File: src/rtl/pos_cache_motion_update_arbiter_pkg.sv
// Shared definitions for the Pos_Cache motion-update arbiter slice.
// Contents:
//   POS_* localparams  default widths and sizes used by the interface and the top
//   arb_state_t        pass sequencing states
//   dst_cell_t         {x,y,z} destination cell as carried on the broadcast bus
//   pack_dst_cell      builds the {x,y,z} destination word from per-axis IDs
package pos_cache_motion_update_arbiter_pkg;

    localparam int POS_NUM_SRC        = 4;
    localparam int POS_DATA_WIDTH     = 96;
    localparam int POS_CELL_ID_WIDTH  = 4;
    localparam int POS_DST_WIDTH      = 3 * POS_CELL_ID_WIDTH;
    localparam int POS_SWAP_CYCLES    = 3;
    localparam int POS_COUNT_WIDTH    = 16;
    localparam int POS_PARTICLE_TOTAL = 20000;

    typedef enum logic [2:0] {
        ST_IDLE,
        ST_BCAST,
        ST_DRAIN,
        ST_SWAP,
        ST_FINISH
    } arb_state_t;

    typedef struct packed {
        logic [POS_CELL_ID_WIDTH-1:0] x;
        logic [POS_CELL_ID_WIDTH-1:0] y;
        logic [POS_CELL_ID_WIDTH-1:0] z;
    } dst_cell_t;

    function automatic logic [POS_DST_WIDTH-1:0] pack_dst_cell(
        input logic [POS_CELL_ID_WIDTH-1:0] x,
        input logic [POS_CELL_ID_WIDTH-1:0] y,
        input logic [POS_CELL_ID_WIDTH-1:0] z
    );
        dst_cell_t c;
        c.x = x;
        c.y = y;
        c.z = z;
        return c;
    endfunction

endpackage

File: src/rtl/pos_cache_motion_update_arbiter_if.sv
// Bus bundle between the motion-update engines, the arbiter and the cache broadcast bus.
// Signals:
//   start                 begin a pass (pulse)
//   src_req/src_data/src_dst_cell/src_done   per-engine request side, slice i = engine i
//   src_grant             one-hot grant back to the engines
//   motion_update_enable  cache enable
//   out_data/out_data_dst_cell/out_data_valid  broadcast bus to every cache cell
//   busy/done/broadcast_count/count_mismatch   pass status
// Modports: master = arbiter, slave = engines/caches/environment.
interface pos_cache_motion_update_arbiter_if
    import pos_cache_motion_update_arbiter_pkg::*;
#(
    parameter int NUM_SRC       = POS_NUM_SRC,
    parameter int DATA_WIDTH    = POS_DATA_WIDTH,
    parameter int CELL_ID_WIDTH = POS_CELL_ID_WIDTH,
    parameter int COUNT_WIDTH   = POS_COUNT_WIDTH
);

    logic                                 start;
    logic [NUM_SRC-1:0]                   src_req;
    logic [NUM_SRC*DATA_WIDTH-1:0]        src_data;
    logic [NUM_SRC*3*CELL_ID_WIDTH-1:0]   src_dst_cell;
    logic [NUM_SRC-1:0]                   src_done;
    logic [NUM_SRC-1:0]                   src_grant;
    logic                                 motion_update_enable;
    logic [DATA_WIDTH-1:0]                out_data;
    logic [3*CELL_ID_WIDTH-1:0]           out_data_dst_cell;
    logic                                 out_data_valid;
    logic                                 busy;
    logic                                 done;
    logic [COUNT_WIDTH-1:0]               broadcast_count;
    logic                                 count_mismatch;

    modport master (
        input  start, src_req, src_data, src_dst_cell, src_done,
        output src_grant, motion_update_enable, out_data, out_data_dst_cell,
               out_data_valid, busy, done, broadcast_count, count_mismatch
    );

    modport slave (
        output start, src_req, src_data, src_dst_cell, src_done,
        input  src_grant, motion_update_enable, out_data, out_data_dst_cell,
               out_data_valid, busy, done, broadcast_count, count_mismatch
    );

endinterface

File: src/rtl/pos_cache_motion_update_arbiter_rr_arbiter.sv
// Combinational round-robin arbiter.
// Ports:
//   req        in   NUM_SRC     request vector (already masked by the caller)
//   ptr        in   IDX_WIDTH   highest-priority index this cycle
//   grant      out  NUM_SRC     one-hot grant, zero when nothing requests
//   grant_idx  out  IDX_WIDTH   index of the granted bit
//   grant_valid out 1           some request was granted
module rr_arbiter
    import pos_cache_motion_update_arbiter_pkg::*;
#(
    parameter int NUM_SRC   = POS_NUM_SRC,
    parameter int IDX_WIDTH = $clog2(NUM_SRC)
) (
    input  logic [NUM_SRC-1:0]   req,
    input  logic [IDX_WIDTH-1:0] ptr,
    output logic [NUM_SRC-1:0]   grant,
    output logic [IDX_WIDTH-1:0] grant_idx,
    output logic                 grant_valid
);

    // Scan starting at ptr and wrap; the first requester found wins.
    always_comb begin
        int j;
        j           = 0;
        grant       = '0;
        grant_idx   = '0;
        grant_valid = 1'b0;
        for (int k = 0; k < NUM_SRC; k++) begin
            j = int'(ptr) + k;
            if (j >= NUM_SRC) begin
                j = j - NUM_SRC;
            end
            if (!grant_valid && req[IDX_WIDTH'(j)]) begin
                grant[IDX_WIDTH'(j)] = 1'b1;
                grant_idx            = IDX_WIDTH'(j);
                grant_valid          = 1'b1;
            end
        end
    end

endmodule

File: src/rtl/pos_cache_motion_update_arbiter.sv
// Sequences one motion-update pass over all Pos_Cache cells: round-robin arbitrates the
// motion-update engines onto the shared broadcast bus, holds motion_update_enable while
// words flow, then drops it long enough for every cache to swap buffers and pulses done.
// Ports:
//   clk   in   clock
//   rst   in   asynchronous reset, active-high
//   bus   master modport of pos_cache_motion_update_arbiter_if (engine side, broadcast
//         bus and pass status)
module pos_cache_motion_update_arbiter
    import pos_cache_motion_update_arbiter_pkg::*;
#(
    parameter int NUM_SRC        = POS_NUM_SRC,
    parameter int DATA_WIDTH     = POS_DATA_WIDTH,
    parameter int CELL_ID_WIDTH  = POS_CELL_ID_WIDTH,
    parameter int SWAP_CYCLES    = POS_SWAP_CYCLES,
    parameter int COUNT_WIDTH    = POS_COUNT_WIDTH,
    parameter int PARTICLE_TOTAL = POS_PARTICLE_TOTAL
) (
    input  logic clk,
    input  logic rst,
    pos_cache_motion_update_arbiter_if.master bus
);

    localparam int DST_WIDTH = 3 * CELL_ID_WIDTH;
    localparam int IDX_WIDTH = $clog2(NUM_SRC);
    localparam int SWAP_CW   = $clog2(SWAP_CYCLES + 1);

    arb_state_t             state;
    logic [IDX_WIDTH-1:0]   rr_ptr;
    logic [NUM_SRC-1:0]     done_latch;
    logic [SWAP_CW-1:0]     swap_cnt;
    logic [COUNT_WIDTH-1:0] count_q;
    logic                   enable_q;
    logic [DATA_WIDTH-1:0]  out_data_q;
    logic [DST_WIDTH-1:0]   out_dst_q;
    logic                   out_valid_q;
    logic                   busy_q;
    logic                   done_q;
    logic                   mismatch_q;

    logic [NUM_SRC-1:0]     masked_req;
    logic [NUM_SRC-1:0]     arb_grant;
    logic [IDX_WIDTH-1:0]   arb_idx;
    logic                   arb_valid;
    logic                   all_done;

    // A request raised together with src_done still competes; only latched engines are masked.
    assign masked_req = bus.src_req & ~done_latch;
    assign all_done   = &(done_latch | bus.src_done);

    rr_arbiter #(
        .NUM_SRC   (NUM_SRC),
        .IDX_WIDTH (IDX_WIDTH)
    ) u_rr (
        .req         (masked_req),
        .ptr         (rr_ptr),
        .grant       (arb_grant),
        .grant_idx   (arb_idx),
        .grant_valid (arb_valid)
    );

    assign bus.src_grant            = (state == ST_BCAST) ? arb_grant : '0;
    assign bus.motion_update_enable = enable_q;
    assign bus.out_data             = out_data_q;
    assign bus.out_data_dst_cell    = out_dst_q;
    assign bus.out_data_valid       = out_valid_q;
    assign bus.busy                 = busy_q;
    assign bus.done                 = done_q;
    assign bus.broadcast_count      = count_q;
    assign bus.count_mismatch       = mismatch_q;

    // Pass FSM with registered outputs. The broadcast registers default to idle every
    // cycle so only a granted cycle puts a word on the bus.
    always_ff @(posedge clk or posedge rst) begin
        if (rst) begin
            state       <= ST_IDLE;
            rr_ptr      <= '0;
            done_latch  <= '0;
            swap_cnt    <= '0;
            count_q     <= '0;
            enable_q    <= 1'b0;
            out_data_q  <= '0;
            out_dst_q   <= '0;
            out_valid_q <= 1'b0;
            busy_q      <= 1'b0;
            done_q      <= 1'b0;
            mismatch_q  <= 1'b0;
        end else begin
            out_valid_q <= 1'b0;
            out_data_q  <= '0;
            out_dst_q   <= '0;
            done_q      <= 1'b0;
            case (state)
                ST_IDLE: begin
                    if (bus.start) begin
                        state      <= ST_BCAST;
                        enable_q   <= 1'b1;
                        busy_q     <= 1'b1;
                        count_q    <= '0;
                        done_latch <= '0;
                    end
                end
                ST_BCAST: begin
                    done_latch <= done_latch | bus.src_done;
                    if (arb_valid) begin
                        out_valid_q <= 1'b1;
                        out_data_q  <= bus.src_data[arb_idx*DATA_WIDTH +: DATA_WIDTH];
                        out_dst_q   <= bus.src_dst_cell[arb_idx*DST_WIDTH +: DST_WIDTH];
                        if (count_q != '1) begin
                            count_q <= count_q + COUNT_WIDTH'(1);
                        end
                        rr_ptr <= (arb_idx == IDX_WIDTH'(NUM_SRC - 1)) ? '0
                                                                      : arb_idx + IDX_WIDTH'(1);
                    end else if (all_done) begin
                        state <= ST_DRAIN;
                    end
                end
                // One extra enabled cycle so the caches capture the last broadcast word.
                ST_DRAIN: begin
                    state    <= ST_SWAP;
                    enable_q <= 1'b0;
                    swap_cnt <= '0;
                end
                ST_SWAP: begin
                    if (swap_cnt == SWAP_CW'(SWAP_CYCLES - 1)) begin
                        state  <= ST_FINISH;
                        done_q <= 1'b1;
                    end else begin
                        swap_cnt <= swap_cnt + SWAP_CW'(1);
                    end
                end
                ST_FINISH: begin
                    state      <= ST_IDLE;
                    busy_q     <= 1'b0;
                    mismatch_q <= mismatch_q | (count_q != COUNT_WIDTH'(PARTICLE_TOTAL));
                end
                default: begin
                    state    <= ST_IDLE;
                    enable_q <= 1'b0;
                    busy_q   <= 1'b0;
                end
            endcase
        end
    end

endmodule

File: src/flat_wrapper.sv
// flat-port wrapper written by rule: the top's interface ports become plain ports
module pos_cache_motion_update_arbiter_flat import pos_cache_motion_update_arbiter_pkg::*;
#(
    parameter int NUM_SRC        = POS_NUM_SRC,
    parameter int DATA_WIDTH     = POS_DATA_WIDTH,
    parameter int CELL_ID_WIDTH  = POS_CELL_ID_WIDTH,
    parameter int SWAP_CYCLES    = POS_SWAP_CYCLES,
    parameter int COUNT_WIDTH    = POS_COUNT_WIDTH,
    parameter int PARTICLE_TOTAL = POS_PARTICLE_TOTAL
)
  (clk, rst, bus_start, bus_src_req, bus_src_data, bus_src_dst_cell, bus_src_done, bus_src_grant, bus_motion_update_enable, bus_out_data, bus_out_data_dst_cell, bus_out_data_valid, bus_busy, bus_done, bus_broadcast_count, bus_count_mismatch);
  pos_cache_motion_update_arbiter_if #(.NUM_SRC(NUM_SRC), .DATA_WIDTH(DATA_WIDTH), .CELL_ID_WIDTH(CELL_ID_WIDTH), .COUNT_WIDTH(COUNT_WIDTH)) bus_i ();
  input  logic clk;
  input  logic rst;
  input wire logic [$bits(bus_i.start)-1:0] bus_start;
  input wire logic [$bits(bus_i.src_req)-1:0] bus_src_req;
  input wire logic [$bits(bus_i.src_data)-1:0] bus_src_data;
  input wire logic [$bits(bus_i.src_dst_cell)-1:0] bus_src_dst_cell;
  input wire logic [$bits(bus_i.src_done)-1:0] bus_src_done;
  output wire logic [$bits(bus_i.src_grant)-1:0] bus_src_grant;
  output wire logic [$bits(bus_i.motion_update_enable)-1:0] bus_motion_update_enable;
  output wire logic [$bits(bus_i.out_data)-1:0] bus_out_data;
  output wire logic [$bits(bus_i.out_data_dst_cell)-1:0] bus_out_data_dst_cell;
  output wire logic [$bits(bus_i.out_data_valid)-1:0] bus_out_data_valid;
  output wire logic [$bits(bus_i.busy)-1:0] bus_busy;
  output wire logic [$bits(bus_i.done)-1:0] bus_done;
  output wire logic [$bits(bus_i.broadcast_count)-1:0] bus_broadcast_count;
  output wire logic [$bits(bus_i.count_mismatch)-1:0] bus_count_mismatch;
  assign bus_i.start = bus_start;
  assign bus_i.src_req = bus_src_req;
  assign bus_i.src_data = bus_src_data;
  assign bus_i.src_dst_cell = bus_src_dst_cell;
  assign bus_i.src_done = bus_src_done;
  assign bus_src_grant = bus_i.src_grant;
  assign bus_motion_update_enable = bus_i.motion_update_enable;
  assign bus_out_data = bus_i.out_data;
  assign bus_out_data_dst_cell = bus_i.out_data_dst_cell;
  assign bus_out_data_valid = bus_i.out_data_valid;
  assign bus_busy = bus_i.busy;
  assign bus_done = bus_i.done;
  assign bus_broadcast_count = bus_i.broadcast_count;
  assign bus_count_mismatch = bus_i.count_mismatch;
  pos_cache_motion_update_arbiter #(.NUM_SRC(NUM_SRC), .DATA_WIDTH(DATA_WIDTH), .CELL_ID_WIDTH(CELL_ID_WIDTH), .SWAP_CYCLES(SWAP_CYCLES), .COUNT_WIDTH(COUNT_WIDTH), .PARTICLE_TOTAL(PARTICLE_TOTAL)) u_core (.clk(clk), .rst(rst), .bus(bus_i));
endmodule
File: config.mk
export PLATFORM = sky130hd
export DESIGN_NAME = pos_cache_motion_update_arbiter_flat
export DESIGN_NICKNAME = d
export VERILOG_FILES = /design/src/rtl/pos_cache_motion_update_arbiter_pkg.sv /design/src/rtl/pos_cache_motion_update_arbiter_if.sv /design/src/rtl/pos_cache_motion_update_arbiter_rr_arbiter.sv /design/src/rtl/pos_cache_motion_update_arbiter.sv /design/src/flat_wrapper.sv
export SDC_FILE = /design/constraint.sdc
export NUM_CORES = 1
export LEC_CHECK = 0
export ABC_AREA = 1
export BUFFER_PORTS_ARGS = -buffer_cell sky130_fd_sc_hd__buf_4
export CAP_MARGIN = 10
export CORE_AREA = 2 2 226 228
export CTS_BUF_LIST = sky130_fd_sc_hd__clkbuf_16
export DETAILED_ROUTE_END_ITERATION = 12
export DIE_AREA = 0 0 228 230
export PLACE_DENSITY = 0.52
export SLEW_MARGIN = 0
export SYNTH_ARGS = -nofsm -noshare
export SYNTH_HDL_FRONTEND = slang
export SYNTH_SLANG_ARGS = --single-unit
export TNS_END_PERCENT = 30
File: constraint.sdc
create_clock -name clk -period 4.68 [get_ports clk]
set_input_delay 0.702 -clock clk [delete_from_list [all_inputs] [get_ports clk]]
set_output_delay 0.702 -clock clk [all_outputs]
set_load 0.05 [all_outputs]
* After elaboration in Yosys (flattened, before gate mapping)
Index checks and enable logic that the tools add are counted.
Widths: inputs -> output; s select.
** Storage, ports and cells
- Register bits after elaboration :: 140
- Bits of input ports :: 443
- Output and inout port bits :: 133
- Logic and storage cells :: 147
** Operators by class
- Add/sub/neg operators :: 10
- $mul :: 2
- Order comparisons :: 12
- Equal/unequal tests :: 15
- Shifts and indexed selects :: 2
- Mux-type cells :: 62
- Bitwise logic cells :: 9
- Reduce and logical (&&, ||, !) cells :: 23
** Operators with widths (number)
- $shiftx 384x10->96 :: 1
- $mux 96 :: 2
- $mux 16 :: 3
- $shiftx 48x7->12 :: 1
- $pmux 16 s2 :: 1
- $mux 12 :: 2
- $mux 4 :: 6
- $mux 1 :: 21
- $mux 2 :: 10
- $add 16x1->16 const B :: 1
- $lt 2x4->1 const B :: 4
- $ne 16x15->1 const B :: 1
- $ne 16x16->1 const B :: 1
- $or 4x4->4 :: 4
- $mux 3 :: 4
- $pmux 3 s4 :: 1
- $reduce_and 4->1 :: 3
- $reduce_and 2->1 :: 5
- $ge 3x3->1 const B :: 3
- $bmux 1 s2 :: 4
- $demux 1 s2 :: 4
- $ge 2x1->1 const B :: 4
- $mul 2x2->4 const B :: 2
- $ne 2x2->1 const B :: 4
- other kinds (22) :: 43

* Logic depth before layout (Yosys ltp)
Gate-level depths: netlist of the first run.
- Depth in word-level cells :: 19
- Gate-level depth with buffers :: 17
- Depth with buffers taken out :: 15

* By module
From an unflattened synthesis of the first run, not the netlist that was laid out.
** Second synthesis, totals
- Cells, all modules :: 1287
- Area, all modules :: 9097.5 um^2
** Modules (own cells, without submodules)
- pos_cache_motion_update_arbiter :: times used 1, cells each 1193, area each 8579.5 um^2, sequential area each 3503.4 um^2
- rr_arbiter :: times used 1, cells each 94, area each 518.0 um^2, sequential area each 0.0 um^2

* Worst setup path before layout of the first run
No wires, ideal clock.
- Path kind :: flip-flop to output port
- Start point :: reg u_core.rr_ptr[0]
- End point :: out bus_src_grant[2]
- Data arrival time :: 2531 ps
- Slack :: 1447 ps
- Stages on the path, launching flop included :: 12
- Buffers on the path :: 0
- Cell sequence :: dfrtp_1 inv_2 ha_1 inv_1 nand3_1 nand2_1 nand2_2 nor2_2 nand2_1 nand2_1 nand2_1 a41oi_1
** On the way
- Cells in the longest elaborated chain, start to end :: 16
- Elaborated cells on any way between the ends :: 64
** Ends and longest elaborated chain
- start: declaration :: RTL line pos_cache_motion_update_arbiter.sv:29 : logic [IDX_WIDTH-1:0] rr_ptr;
- start signal: assignment :: RTL line pos_cache_motion_update_arbiter.sv:112 : rr_ptr <= (arb_idx == IDX_WIDTH'(NUM_SRC - 1)) ? '0
- branches (longest 14 deep; another with $lt 2x4->1)
- $mux 4 * :: RTL line pos_cache_motion_update_arbiter_rr_arbiter.sv:33 : if (!grant_valid && req[IDX_WIDTH'(j)]) begin
- $mux 4 * :: RTL line pos_cache_motion_update_arbiter.sv:62 : assign bus.src_grant = (state == ST_BCAST) ? arb_grant : '0;
- end: declaration :: RTL line flat_wrapper.sv:20 : output wire logic [$bits(bus_i.src_grant)-1:0] bus_src_grant;
Mark *: on every way between the ends. The select of a mux whose other input is x is not followed.

* Worst setup path after layout of the first run
- Start point :: reg u_core.rr_ptr[0]
- End point :: reg u_core.out_data_q[4], in the netlist u_core.bus.out_data[4]
** On the way
- Cells in the longest elaborated chain, start to end :: 19
- Elaborated cells on any way between the ends :: 45
** Ends and longest elaborated chain
- branches (longest 17 deep; another with $add 2x1->3)
- $mux 96 * :: RTL line pos_cache_motion_update_arbiter.sv:105 : if (arb_valid) begin
- $mux 96 * :: RTL line pos_cache_motion_update_arbiter.sv:93 : case (state)
- end signal: assignment :: RTL line pos_cache_motion_update_arbiter.sv:107 : out_data_q <= bus.src_data[arb_idx*DATA_WIDTH +: DATA_WIDTH];
- end: declaration :: RTL line pos_cache_motion_update_arbiter.sv:34 : logic [DATA_WIDTH-1:0] out_data_q;
Marks and branches as above.
A chain may end at the register's enable or synchronous reset.

==> results of run 1 <==
==> sequential cells by signal, summed over array words and instances (netlist names) <==
register	cells
u_core.rr_ptr	2
u_core.swap_cnt	2
u_core.bus.done	1
u_core.bus.busy	1
u_core.state	3
u_core.bus.out_data_valid	1
u_core.done_latch	4
u_core.bus.out_data_dst_cell	12
u_core.bus.out_data	96
u_core.bus.motion_update_enable	1
u_core.bus.broadcast_count	16
u_core.bus.count_mismatch	1
==> routing by layer <==
metal,part of all wire,wire [um]
met5,0.00035,16
met4,0.023,1060
met3,0.077,3550
met2,0.50,23300
met1,0.40,18300
==> cell usage after synthesis (all sizes together) <==
cell / instances / share of area
buf: 59 / 0.034
inv: 261 / 0.098
dfrtp: 140 / 0.35
nand3: 369 / 0.19
o41ai: 1 / 0.00088
o2111ai: 1 / 0.00088
a41oi: 2 / 0.0018
nor3: 6 / 0.0030
nand2: 511 / 0.19
a221oi: 1 / 0.00088
clkinv: 1 / 0.00038
clkbuf: 51 / 0.019
ha: 11 / 0.014
o21ai: 15 / 0.0075
a21oi: 115 / 0.058
o22ai: 4 / 0.0025
nor2: 29 / 0.011
nor4: 3 / 0.0019
o31ai: 1 / 0.00075
nand4: 10 / 0.0069
xor2: 4 / 0.0035
and3: 1 / 0.00063
==> kinds of logic (layout without fill, tap and decap cells) <==
family | Yosys count | after routing | synth area share
and+or+nand+nor | 929 | 929 | 0.406
buffers and inverters | 372 | 889 | 0.152
AOI/OAI and AO/OA | 140 | 140 | 0.0731
DFF | 140 | 140 | 0.352
adders and majority gates | 11 | 11 | 0.0138
xor gates and xnor gates | 4 | 4 | 0.00352
other | 0 | 3 | 0
==> report_power, final <==
group	internal [mW]	switching, mW
logic	3.07	7.45
clock network	0.716	0.589
registers	1.52	0.136
total	5.31	8.17
==> worst paths after layout <==
kind	endpoint	cells past startpoint	slack (ps)
setup / recovery	u_core.bus.out_data[4]	14	1020
hold / removal	u_core.bus.out_data[73]	2	330
setup reg to reg	u_core.bus.out_data[4]	14	1020
hold reg to reg	u_core.bus.count_mismatch	2	470
max in group asynchronous	u_core.bus.out_data[19]	3	3340
min in group clk	u_core.bus.count_mismatch	2	470
==> area by class of cell <==
type,instances,area (um^2),share of cell area
multi-input combinational,1084,4980,0.323
timing repair buffer,596,4550,0.295
sequential,140,3500,0.227
inverter,262,991,0.0643
tap,672,841,0.0546
clock buffer,17,425,0.0276
clock inverter,14,108,0.00698
antenna,3,7.51,0.000487
==> through the flow <==
| step | cell area (um^2) | hold WS (ps) | cells |
|---|---|---|---|
| floorplan | 9950 | 457 | 1596 |
| global placement | 14900 | 460 | 2754 |
| detailed placement | 14900 | 459 | 2754 |
| CTS | 15400 | 345 | 2785 |
| global route | 15400 | 388 | 2786 |
| finish | 15400 | 333 | 2788 |
==> worst register-to-register path: cells and delay by family, from the launching register on <==
family                     cells  cell delay (ps)
AOI/OAI and AO/OA              1              150
adders and majority gates      1              380
buffers and inverters          3              680
DFF                            1              510
and+or+nand+nor                9             1870
==> results.md, run 1 <==
* Mean instance size in the synthesized netlist at 6.23 um^2
* NumNets Final at 2555
* ANT nets after route at 0
* CP delay by family, top: simple AND/OR/NAND/NOR gates
* Vert. Die Dim at 230 um
* Sum of negative setup slack at 0 ps
* Met3 Usage GRT at 0.0522
* Max-Cap Viols at 0
* Pin slew with the least headroom to its limit at 805 ps
* Crit start category: flop
* Global route total overflow at 0
* Grt peak-use layer: met2
* Clock latency at the later pin of the worst-skew pair at 480 ps
* Final core utilization at 0.309
* Area of the core at 0.0499 mm^2
* CP required at 5080 ps
* Largest net degree at the start of global routing at 113
* Overall global routing resource usage at 0.173
* Max Slew Vio Count at 0
* First-pass GRT wire length at 70400 um
* CTS Buf Count at 17
* Level count of the clock H-tree at 4
* Initial cell density of the core at 0.200
* Fin crit period at 3660 ps
* Clock-pin slew reported for the worst setup and hold paths after clock tree synthesis at 70 ps
* Sinks on Clock Net at 140
* Met2 Track Usage GR at 0.307
* Data arrival at the endpoint of the critical path at 4060 ps
* Unrepaired setup endpoints after global routing: no
* Start-to-end type of the worst setup path: flop to flop
* TritonCTS clock tree: done
* Final hold vios at 0
* Die ar. at 0.0524 mm^2
* Critical path fanouts, max at 57
* Timing-limited maximum frequency at 273 MHz
* Origin of the critical flop-to-flop path: u_core.rr_ptr[0]
* Setup slack after placement at 1010 ps
* Critical path's slowest cell: sky130_fd_sc_hd__nand2_4
* Worst-case clock skew at 11.6 ps
* Row cnt at 82
* Master cell of the clock root buffer: sky130_fd_sc_hd__clkbuf_16
* Most prevalent standard cell on the critical path: sky130_fd_sc_hd__nand2_1
* Sequential element share of the synthesized area at 0.352
* Number of synthesis warnings at 0
* Fraction of layout instances using a drive strength above 1 at 0.305
* Number of distinct library cell variants in the gate-level netlist after synthesis at 30
* Leading cell types in the layout, fill and taps excluded: 590 x sky130_fd_sc_hd__buf_4, 505 x sky130_fd_sc_hd__nand2_1, 363 x sky130_fd_sc_hd__nand3_1, 257 x sky130_fd_sc_hd__inv_1, 140 x sky130_fd_sc_hd__dfrtp_1
* Post-DR wirelength/cell at 16.6 um
* Count of fill cells added during filler insertion at 5546
* Number of standard cells after synthesis at 1596
* Mapped cell area at 0.00995 mm^2
* Number of search-and-repair iterations in the first detailed-routing pass at 7
* Leakage Power at 8.93 nW
* DIE WIDTH at 228 um
* Slack of the critical path at 1020 ps
* Slew margin rel. at 0.464
* Flip-flop and latch count after synthesis at 140
* Crit path buffers/inverters at 3
* Net count after synthesis at 2050
* Worst path max stage delay at 550 ps
* Total number of vias at 12400
* Antenna violations before repair at 4
* DRC violation total after the first TritonRoute iteration at 625
* Buffers inserted by post-CTS timing repair at 0
* Number of buffers on the longest clock path at 2
* Drc violations at 0
* Placer Congestion at 0.944
* Worst IR drop on VDD at 993 uV
* Power density over the cells at 875 mW/mm^2
* Fraction of met1 tracks used by global routing at 0.199
* Boundary Pins at 576
* Vias in the first global route at 12400
* Area overhead of the layout relative to synthesis at 54.9%
* Detailed-route vias per instance at 4.44
* Port Buffer Count at 575
* Worst hold path type: input pin to asynchronous set/reset pin
* Total of cells resized after clock tree synthesis at 0
* CP endpoint kind: flop
* Number of hold buffers added after CTS at 0
* Sum of net half-perimeters after detailed placement at 34600 um
* Critical Path Start: u_core.rr_ptr[0]
* Crit-path cells: inv_2, ha_1, inv_1, nand3_1, nand2_1, nand4_1, nand2_1, nand2_8, nand2_4, buf_12, nand2_1, nand2_1, nand2_1, a21oi_1
* Share of the clock period used by the worst path after layout at 0.782
* Final setup violation count at 0
* Wire length reported by the detailed router at 46200 um
* Overall power at 13.5 mW
* Leading cell type in the layout, fill and taps excluded: sky130_fd_sc_hd__buf_4
* Run status: finished, final reports clean
Note: power is estimated with default switching activity, not from simulation.
==> run 2: changes to the inputs <==
- ABC_AREA: 1 -> 0
- clock period: 4.68 -> 3 ns (I/O delays scaled with it)
==> run 2 against run 1 <==
- worst setup slack got worse by 890 ps
- wire length decreased by 2.7%
- cell area up 4.4%
- die area unchanged
- non-clock buffer count is 39 higher
- core utilization grew 1.4 points
- clock skew about the same
- via count shrank 18%
- sequential share of layout area is 0.92 points lower
- register-to-register slack lost 890 ps
- hold slack got worse by 290 ps
- critical path type unchanged
- critical endpoint is now u_core.bus.out_data[37]
==> results.md, run 2 <==
* Run status: finished, final reports clean
* Most instantiated cells after synthesis: 219 x sky130_fd_sc_hd__mux2i_1, 140 x sky130_fd_sc_hd__dfrtp_1, 131 x sky130_fd_sc_hd__nand2_1
* Area of the core at 0.0499 mm^2 (unchanged)
* Vias in the first global route at 10500 (-16%)
* Global route total overflow at 0 (unchanged)
* First-pass GRT wire length at 65800 um (-6.6%)
* Slack of the worst reg-to-reg path at 130 ps (-890 ps)
* Dominant synthesized flop cell: sky130_fd_sc_hd__dfrtp_1
* Drc violations at 0 (unchanged)
* Cell taking the most area after synthesis: sky130_fd_sc_hd__dfrtp_1
* Final setup violation count at 0 (unchanged)
* Number of search-and-repair iterations in the first detailed-routing pass at 5 (-2)
* Timing-limited maximum frequency at 348 MHz (+27%)
* Mean instance size in the synthesized netlist at 10.5 um^2 (+69%)
* CP required at 3340 ps (-1740 ps)
* Count of fill cells added during filler insertion at 5173 (-6.7%)
* Detailed-route vias per instance at 4.57 (+2.8%)
* Master cell of the clock root buffer: sky130_fd_sc_hd__clkbuf_16
* Placer Congestion at 0.925 (-2.0%)
* CTS Buf Count at 17 (unchanged)
* Antenna violations before repair at 4 (unchanged)
* Footprint of the flip-flops and latches at 0.00351 mm^2 (+0.14%)
* Sum of net half-perimeters after detailed placement at 34200 um (-1.1%)
* Clock-pin slew reported for the worst setup and hold paths after clock tree synthesis at 60 ps (about the same)
* Leakage Power at 8.34 nW (-6.6%)
* Final Instance Count excl. Fillers at 2214 (-21%)
* Max Slew Vio Count at 0 (unchanged)
* Worst hold slack at 46.5 ps (-286 ps)
* DRC violation total after the first TritonRoute iteration at 539 (-14%)
* Net count after synthesis at 1405 (-31%)
* Setup slack after placement at -57.9 ps (-1060 ps)
* Async S/R FF share, synth at 1.00 (unchanged)
* Crit start category: flop
* Multi-input logic area at 0.00605 mm^2 (+21%)
* ANT nets after route at 0 (unchanged)
* Worst-case clock skew at 11.9 ps (+0.272 ps)
* Level count of the clock H-tree at 4 (unchanged)
* Port Buffer Count at 575 (unchanged)
* DIE WIDTH at 228 um (unchanged)
* Start-to-end type of the worst setup path: flop to flop
* Total number of vias at 10100 (-18%)
* Worst IR drop on VDD at 501 uV (-50%)
* Worst hold path type: input pin to asynchronous set/reset pin
* Flip-flop and latch count after synthesis at 140 (unchanged)
* Clock latency at the later pin of the worst-skew pair at 480 ps (about the same)
* Sinks on Clock Net at 140 (unchanged)
* Synth top area cells: sky130_fd_sc_hd__dfrtp_1 35%, sky130_fd_sc_hd__mux2i_1 22%, sky130_fd_sc_hd__mux2_2 12%
* Leading cell types in the layout, fill and taps excluded: 613 x sky130_fd_sc_hd__buf_4, 218 x sky130_fd_sc_hd__mux2i_1, 136 x sky130_fd_sc_hd__dfrtp_1, 130 x sky130_fd_sc_hd__nand2_1
* Fraction of layout instances using a drive strength above 1 at 0.520 (+0.215)
* Initial cell density of the core at 0.200 (+0.000853)
* Max-Cap Viols at 0 (unchanged)
* Vert. Die Dim at 230 um (unchanged)
* Area share of the leading cell type in the synthesized netlist at 0.351 (-0.00150)
* Final core utilization at 0.323 (+0.0135)
* Die ar. at 0.0524 mm^2 (unchanged)
* Slack of the critical path at 127 ps (-891 ps)
* Number of standard cells after synthesis at 951 (-40%)
* Cell total after placement at 2174 (-21%)
* Pin slew with the least headroom to its limit at 542 ps (-263 ps)
* Boundary Pins at 576 (unchanged)
* Fin crit period at 2870 ps (-789 ps)
* Number of synthesis warnings at 0 (unchanged)
* Top-count cell post-synth: sky130_fd_sc_hd__mux2i_1
* Number of enable flip-flop cells after synthesis at 0 (unchanged)
* Leading cell type in the layout, fill and taps excluded: sky130_fd_sc_hd__buf_4
* Area overhead of the layout relative to synthesis at 60.9%
* Number of hold buffers added after CTS at 0 (unchanged)
* Number of buffers on the longest clock path at 2 (unchanged)
* Sequential element share of the synthesized area at 0.351 (-0.00150)
* Wire length reported by the detailed router at 44900 um (-2.7%)
* Final hold vios at 0 (unchanged)
* NumNets Final at 1982 (-22%)
* Row cnt at 82 (unchanged)
* CP endpoint kind: flop
* Data arrival at the endpoint of the critical path at 3220 ps (-840 ps)
* Largest net degree at the start of global routing at 70 (-38%)
* Slew margin rel. at 0.639 (+0.175)
* Mapped cell area at 0.00999 mm^2 (+0.43%)
* Number of distinct library cell variants in the gate-level netlist after synthesis at 52 (+73%)
* Post-DR wirelength/cell at 20.3 um (+22%)
* TritonCTS clock tree: done
* Power density over the cells at 1160 mW/mm^2 (+33%)
* Share of the clock period used by the worst path after layout at 0.958 (+0.175)
* Overall global routing resource usage at 0.166 (-0.00742)
* Critical path fanouts, max at 23 (-60%)
* Number of flip-flops under the largest register name at 96 (unchanged)
-- run 2: critical path: stages, from the launching register on --
cell and delay (ps):
sky130_fd_sc_hd__dfrtp_2 440, sky130_fd_sc_hd__nand2b_1 200, sky130_fd_sc_hd__mux4_2 560, sky130_fd_sc_hd__o21ai_4 210, sky130_fd_sc_hd__mux2i_4 320, sky130_fd_sc_hd__buf_12 260
sky130_fd_sc_hd__buf_12 190, sky130_fd_sc_hd__mux2i_2 370, sky130_fd_sc_hd__o221ai_1 170
-- run 2: power breakdown --
part | switching (mW) | internal, mW | total (mW)
combinational | 7.68 | 5.56 | 13.2
clock | 0.938 | 1.37 | 2.31
sequential | 0.421 | 2.68 | 3.10
-- run 2: cell families (layout without fill, tap and decap cells) --
| group | after synthesis | in the layout | share of synthesized area |
|---|---|---|---|
| multiplexers | 329 | 329 | 0.346 |
| AND/OR/NAND/NOR | 215 | 215 | 0.0959 |
| AO/OA/AOI/OAI | 159 | 159 | 0.129 |
| flip-flops | 140 | 140 | 0.351 |
| buffers and inverters | 87 | 677 | 0.0562 |
| adder cells (fa/ha/maj) | 11 | 11 | 0.0138 |
| XOR/XNOR | 10 | 10 | 0.00877 |
| other | 0 | 1 | 0 |
-- run 2: worst paths after layout --
path,endpoint,cells after the start,start
setup / recovery,u_core.bus.out_data[37],8,u_core.done_latch[0]
hold / removal,u_core.bus.out_data[13],3,rst
setup reg to reg,u_core.bus.out_data[37],8,u_core.done_latch[0]
hold reg to reg,u_core.bus.count_mismatch,1,u_core.bus.count_mismatch
max in group asynchronous,u_core.done_latch[2],3,rst
min in group clk,u_core.done_latch[0],3,bus_src_done[0]
-- run 2: final cells by class --
| cell class | count | area share |
|---|---|---|
| Sequential cell | 140 | 0.218 |
| Clock buffer | 17 | 0.0265 |
| Multi-Input combinational cell | 724 | 0.376 |
| Inverter | 10 | 0.00257 |
| Tap cell | 672 | 0.0523 |
| Clock inverter | 15 | 0.0114 |
| Antenna cell | 1 | 0.000156 |
| Timing Repair Buffer | 635 | 0.313 |
-- run 2: routing by layer --
metal / GRT usage / up-vias / wire length [um]
met4: 0.0629 / 6 / 1150
met2: 0.291 / 405 / 22900
li1: - / 4771 / -
met3: 0.0502 / 63 / 3170
met1: 0.189 / 4864 / 17700
met5: 0 / - / 37
-- run 2: per-stage QoR --
stage / setup TNS (ps) / instance area [um^2] / power (mW)
finish: 0 / 16100 / 18.7
floorplan: 0 / 10000 / 12.5
detailed placement: -57.9 / 15300 / 16.4
global placement: -34.1 / 15300 / 16.3
global route: -172 / 16100 / 19.6
CTS: 0 / 15900 / 18.8
-- run 2: what timing repair did --
item	CTS	global route
buffers inserted	0	7
pin swaps	2	4
setup endpoints to repair	3	5
gates resized for setup	3	20
==> run 3: changes to the inputs <==
- CORE_AREA: 2 2 226 228 -> 2 2 223 225
- CTS_BUF_LIST: sky130_fd_sc_hd__clkbuf_16 -> sky130_fd_sc_hd__clkbuf_2
- DIE_AREA: 0 0 228 230 -> 0 0 225 227
- PLACE_DENSITY: 0.52 -> 0.53
==> run 3 against run 2 <==
- the run now fails in 4_1_cts
- synthesized area did not move
- synthesized cell count did not move
==> results.md, run 3 <==
* Total of cells resized after clock tree synthesis at 39 (+36)
* Run status: aborted with a tool error
* Mean instance size in the synthesized netlist at 10.5 um^2 (unchanged)
* Async S/R FF share, synth at 1.00 (unchanged)
* Sequential element share of the synthesized area at 0.351 (unchanged)
* DIE WIDTH at 225 um (-1.3%)
* Number of standard cells after synthesis at 951 (unchanged)
* Instance area after placement at 0.0153 mm^2 (-0.21%)
* Buffers inserted by post-CTS timing repair at 15 (+15)
* Boundary Pins at 576 (unchanged)
* CTS Buf Count at 17 (unchanged)
* Port Buffer Count at 575 (unchanged)
* Initial cell density of the core at 0.206 (+0.00544)
* Sum of net half-perimeters after detailed placement at 33800 um (-1.2%)
* Net count after synthesis at 1405 (unchanged)
* Most instantiated cells after synthesis: 219 x sky130_fd_sc_hd__mux2i_1, 140 x sky130_fd_sc_hd__dfrtp_1, 131 x sky130_fd_sc_hd__nand2_1
* Tool error: [ERROR RSZ-0060] Max buffer count reached.
* Cell taking the most area after synthesis: sky130_fd_sc_hd__dfrtp_1
* Vert. Die Dim at 227 um (-1.3%)
* Mapped cell area at 0.00999 mm^2 (unchanged)
* Number of distinct library cell variants in the gate-level netlist after synthesis at 52 (unchanged)
* Number of hold buffers added after CTS at 436 (+436)
* Flip-flop and latch count after synthesis at 140 (unchanged)
* Sinks on Clock Net at 140 (unchanged)
* Last stage the flow got to: 4_1_cts
* Level count of the clock H-tree at 4 (unchanged)
* Dominant synthesized flop cell: sky130_fd_sc_hd__dfrtp_1
* Row cnt at 81 (-1.2%)
* Top-count cell post-synth: sky130_fd_sc_hd__mux2i_1
* Area share of the leading cell type in the synthesized netlist at 0.351 (unchanged)
* Synth top area cells: sky130_fd_sc_hd__dfrtp_1 35%, sky130_fd_sc_hd__mux2i_1 22%, sky130_fd_sc_hd__mux2_2 12%
* Placer Congestion at 0.830 (-10%)
* Master cell of the clock root buffer: sky130_fd_sc_hd__clkbuf_2
* Number of buffers on the longest clock path at 2 (unchanged)
* Number of synthesis warnings at 0 (unchanged)
* Number of enable flip-flop cells after synthesis at 0 (unchanged)
[run 3: cell counts after synthesis]
No cell type changed its count.
[run 3: cells by family after synthesis]
family | share of synthesized area
buffers and inverters | 0.0562
multiplexers | 0.346
AND/OR/NAND/NOR | 0.0959
AO/OA/AOI/OAI | 0.129
flip-flops | 0.351
adder cells (fa/ha/maj) | 0.0138
XOR/XNOR | 0.00877
[run 3: through the flow]
stage	instances	util	TNS (ps)	hold slack, ps	setup slack (ps)
after detailed placement	2128	0.315	-265	465	-167
after floorplan	951	-	0	471	54.0
after global placement	2128	0.315	-183	461	-127
==> run 4: changes to the inputs <==
- CORE_AREA: 2 2 223 225 -> 2 2 222 224
- CTS_BUF_LIST: sky130_fd_sc_hd__clkbuf_2 -> not set
- DIE_AREA: 0 0 225 227 -> 0 0 224 226
- PLACE_DENSITY: 0.53 -> not set
- PLACE_DENSITY_LB_ADDON: not set -> 0.15
- clock period: 3 -> 3.9 ns (I/O delays scaled with it)
==> run 4 against run 3 <==
- the flow now finishes without violations
==> results.md, run 4 (synthesis gave the netlist of run 2 again) <==
* Leading cell types in the layout, fill and taps excluded: 590 x sky130_fd_sc_hd__buf_4, 219 x sky130_fd_sc_hd__mux2i_1, 140 x sky130_fd_sc_hd__dfrtp_1, 130 x sky130_fd_sc_hd__nand2_1
* Port Buffer Count at 575 (unchanged)
* Worst hold slack at 199 ps
* Total number of vias at 10100
* ANT nets after route at 0
* Final hold vios at 0
* Multi-input logic area at 0.00596 mm^2
* Slew margin rel. at 0.186
* Leakage Power at 8.13 nW
* Pin slew with the least headroom to its limit at 1220 ps
* CP endpoint kind: primary output
* Final setup violation count at 0
* Largest net degree at the start of global routing at 79
* Share of the clock period used by the worst path after layout at 0.893
* Sw Share at 0.498
* Buffers inserted by post-CTS timing repair at 0 (-15)
* Overall global routing resource usage at 0.177
* Origin of the critical flop-to-flop path: u_core.rr_ptr[1]
* Die ar. at 0.0506 mm^2
* CP required at 3310 ps
* Setup slack after placement at 511 ps (+678 ps)
* Number of search-and-repair iterations in the first detailed-routing pass at 5
* Drc violations at 0
* Clock latency at the later pin of the worst-skew pair at 480 ps
* Number of hold buffers added after CTS at 0 (-100%)
* NumNets Final at 1953
* Fraction of layout instances using a drive strength above 1 at 0.502
* Detailed-route vias per instance at 4.72
* Row cnt at 81 (unchanged)
* Sum of negative setup slack at 0 ps
* Max Slew Vio Count at 0
* Total of cells resized after clock tree synthesis at 0 (-100%)
* Power density over the cells at 897 mW/mm^2
* Slack of the critical path at 419 ps
* Number of cell instances on the worst register-to-register path at 9
* Worst hold path type: input pin to asynchronous set/reset pin
* Combinational share of power at 0.706
* Timing-limited maximum frequency at 287 MHz
* Clock-pin slew reported for the worst setup and hold paths after clock tree synthesis at 60 ps
* Fin crit period at 3480 ps
* Run status: finished, final reports clean
* Switching power of the nets at 6.98 mW
* Number of flip-flops under the largest register name at 96
* Clock power share at 0.124
* Leading cell type in the layout, fill and taps excluded: sky130_fd_sc_hd__buf_4
* Final core utilization at 0.323
* Sum of net half-perimeters after detailed placement at 34500 um (+1.9%)
* Max-Cap Viols at 0
* Sequential share of power at 0.170
* Vias in the first global route at 10300
* Slack of the worst reg-to-reg path at 490 ps
* Instance area after placement at 0.0150 mm^2 (-1.7%)
* Data arrival at the endpoint of the critical path at 2900 ps
* Placer Congestion at 0.799 (-3.8%)
* Global route total overflow at 0
* Vert. Die Dim at 226 um (-0.44%)
* Worst IR drop on VDD at 718 uV
* Master cell of the clock root buffer: sky130_fd_sc_hd__clkbuf_16
* Initial cell density of the core at 0.207 (+0.000863)
* Antenna violations before repair at 1
* Design internal power at 7.04 mW
* Sinks on Clock Net at 140 (unchanged)
* Wire length reported by the detailed router at 46300 um
* Start-to-end type of the worst setup path: flop to primary output
* Area of the core at 0.0483 mm^2
* First-pass GRT wire length at 66000 um
* TritonCTS clock tree: done
* Number of buffers on the longest clock path at 2 (unchanged)
* Final instance area at 0.0156 mm^2
* Crit start category: flop
* DIE WIDTH at 224 um (-0.44%)
* Boundary Pins at 576 (unchanged)
* DRC violation total after the first TritonRoute iteration at 475
* Count of fill cells added during filler insertion at 5098
* Footprint of the flip-flops and latches at 0.00350 mm^2
* CTS Buf Count at 17 (unchanged)
* Worst-case clock skew at 11.2 ps
* Area overhead of the layout relative to synthesis at 56.3%
* Level count of the clock H-tree at 4 (unchanged)
* Critical path fanouts, max at 12
* Post-DR wirelength/cell at 21.7 um
* Unrepaired setup endpoints after global routing: no
* Reg2reg end: u_core.bus.out_data[60]
## run 4: area by class of cell
class / instances / share of cell area
tap: 622 / 0.0498
timing repair buffer: 606 / 0.304
antenna: 1 / 0.000160
sequential: 140 / 0.224
multi-input combinational: 724 / 0.382
clock inverter: 11 / 0.00761
inverter: 10 / 0.00264
clock buffer: 21 / 0.0295
## run 4: worst max-delay path by stage
stage,from,end,slack [ps],cells past startpoint
after floorplan,u_core.rr_ptr[0],bus_src_grant[0],820,8
after global placement,u_core.rr_ptr[1],u_core.bus.out_data[13],590,9
after detailed placement,u_core.rr_ptr[1],u_core.bus.out_data[60],510,9
after CTS,u_core.rr_ptr[1],bus_src_grant[1],390,8
after global routing,u_core.rr_ptr[1],bus_src_grant[0],210,8
final,u_core.rr_ptr[1],bus_src_grant[1],420,8
## run 4: routing by layer
layer | vias up | track usage | wire (um)
met2 | 381 | 0.308 | 23500
met3 | 52 | 0.0631 | 3540
li1 | 4713 | - | -
met1 | 4925 | 0.199 | 18200
met5 | - | 0 | 0
met4 | 0 | 0.0609 | 1040
## run 4: worst max-delay path, stage by stage (launching register included)
cell	delay [ps]
sky130_fd_sc_hd__dfrtp_1	570
sky130_fd_sc_hd__inv_1	200
sky130_fd_sc_hd__ha_1	450
sky130_fd_sc_hd__mux4_2	430
sky130_fd_sc_hd__nand2b_1	180
sky130_fd_sc_hd__a21oi_1	120
sky130_fd_sc_hd__a221oi_1	70
sky130_fd_sc_hd__nor2_1	150
sky130_fd_sc_hd__buf_4	230
## run 4: per-stage QoR
step	cells	power (mW)
5_1_grt	2135	14.7
6_report	2135	14.0
3_5_place_dp	2102	12.4
3_3_place_gp	2102	12.4
4_1_cts	2134	14.2
2_1_floorplan	951	9.61
## run 4: power groups by stage
stage          Sequential, mW  Combinational, mW  Clock (mW)
3_5_place_dp             2.41               10.0           0
4_1_cts                  2.39               10.0        1.80
3_3_place_gp             2.41               9.97           0
5_1_grt                  2.45               10.4        1.85
6_report                 2.38               9.89        1.74
2_1_floorplan            4.30               5.31           0
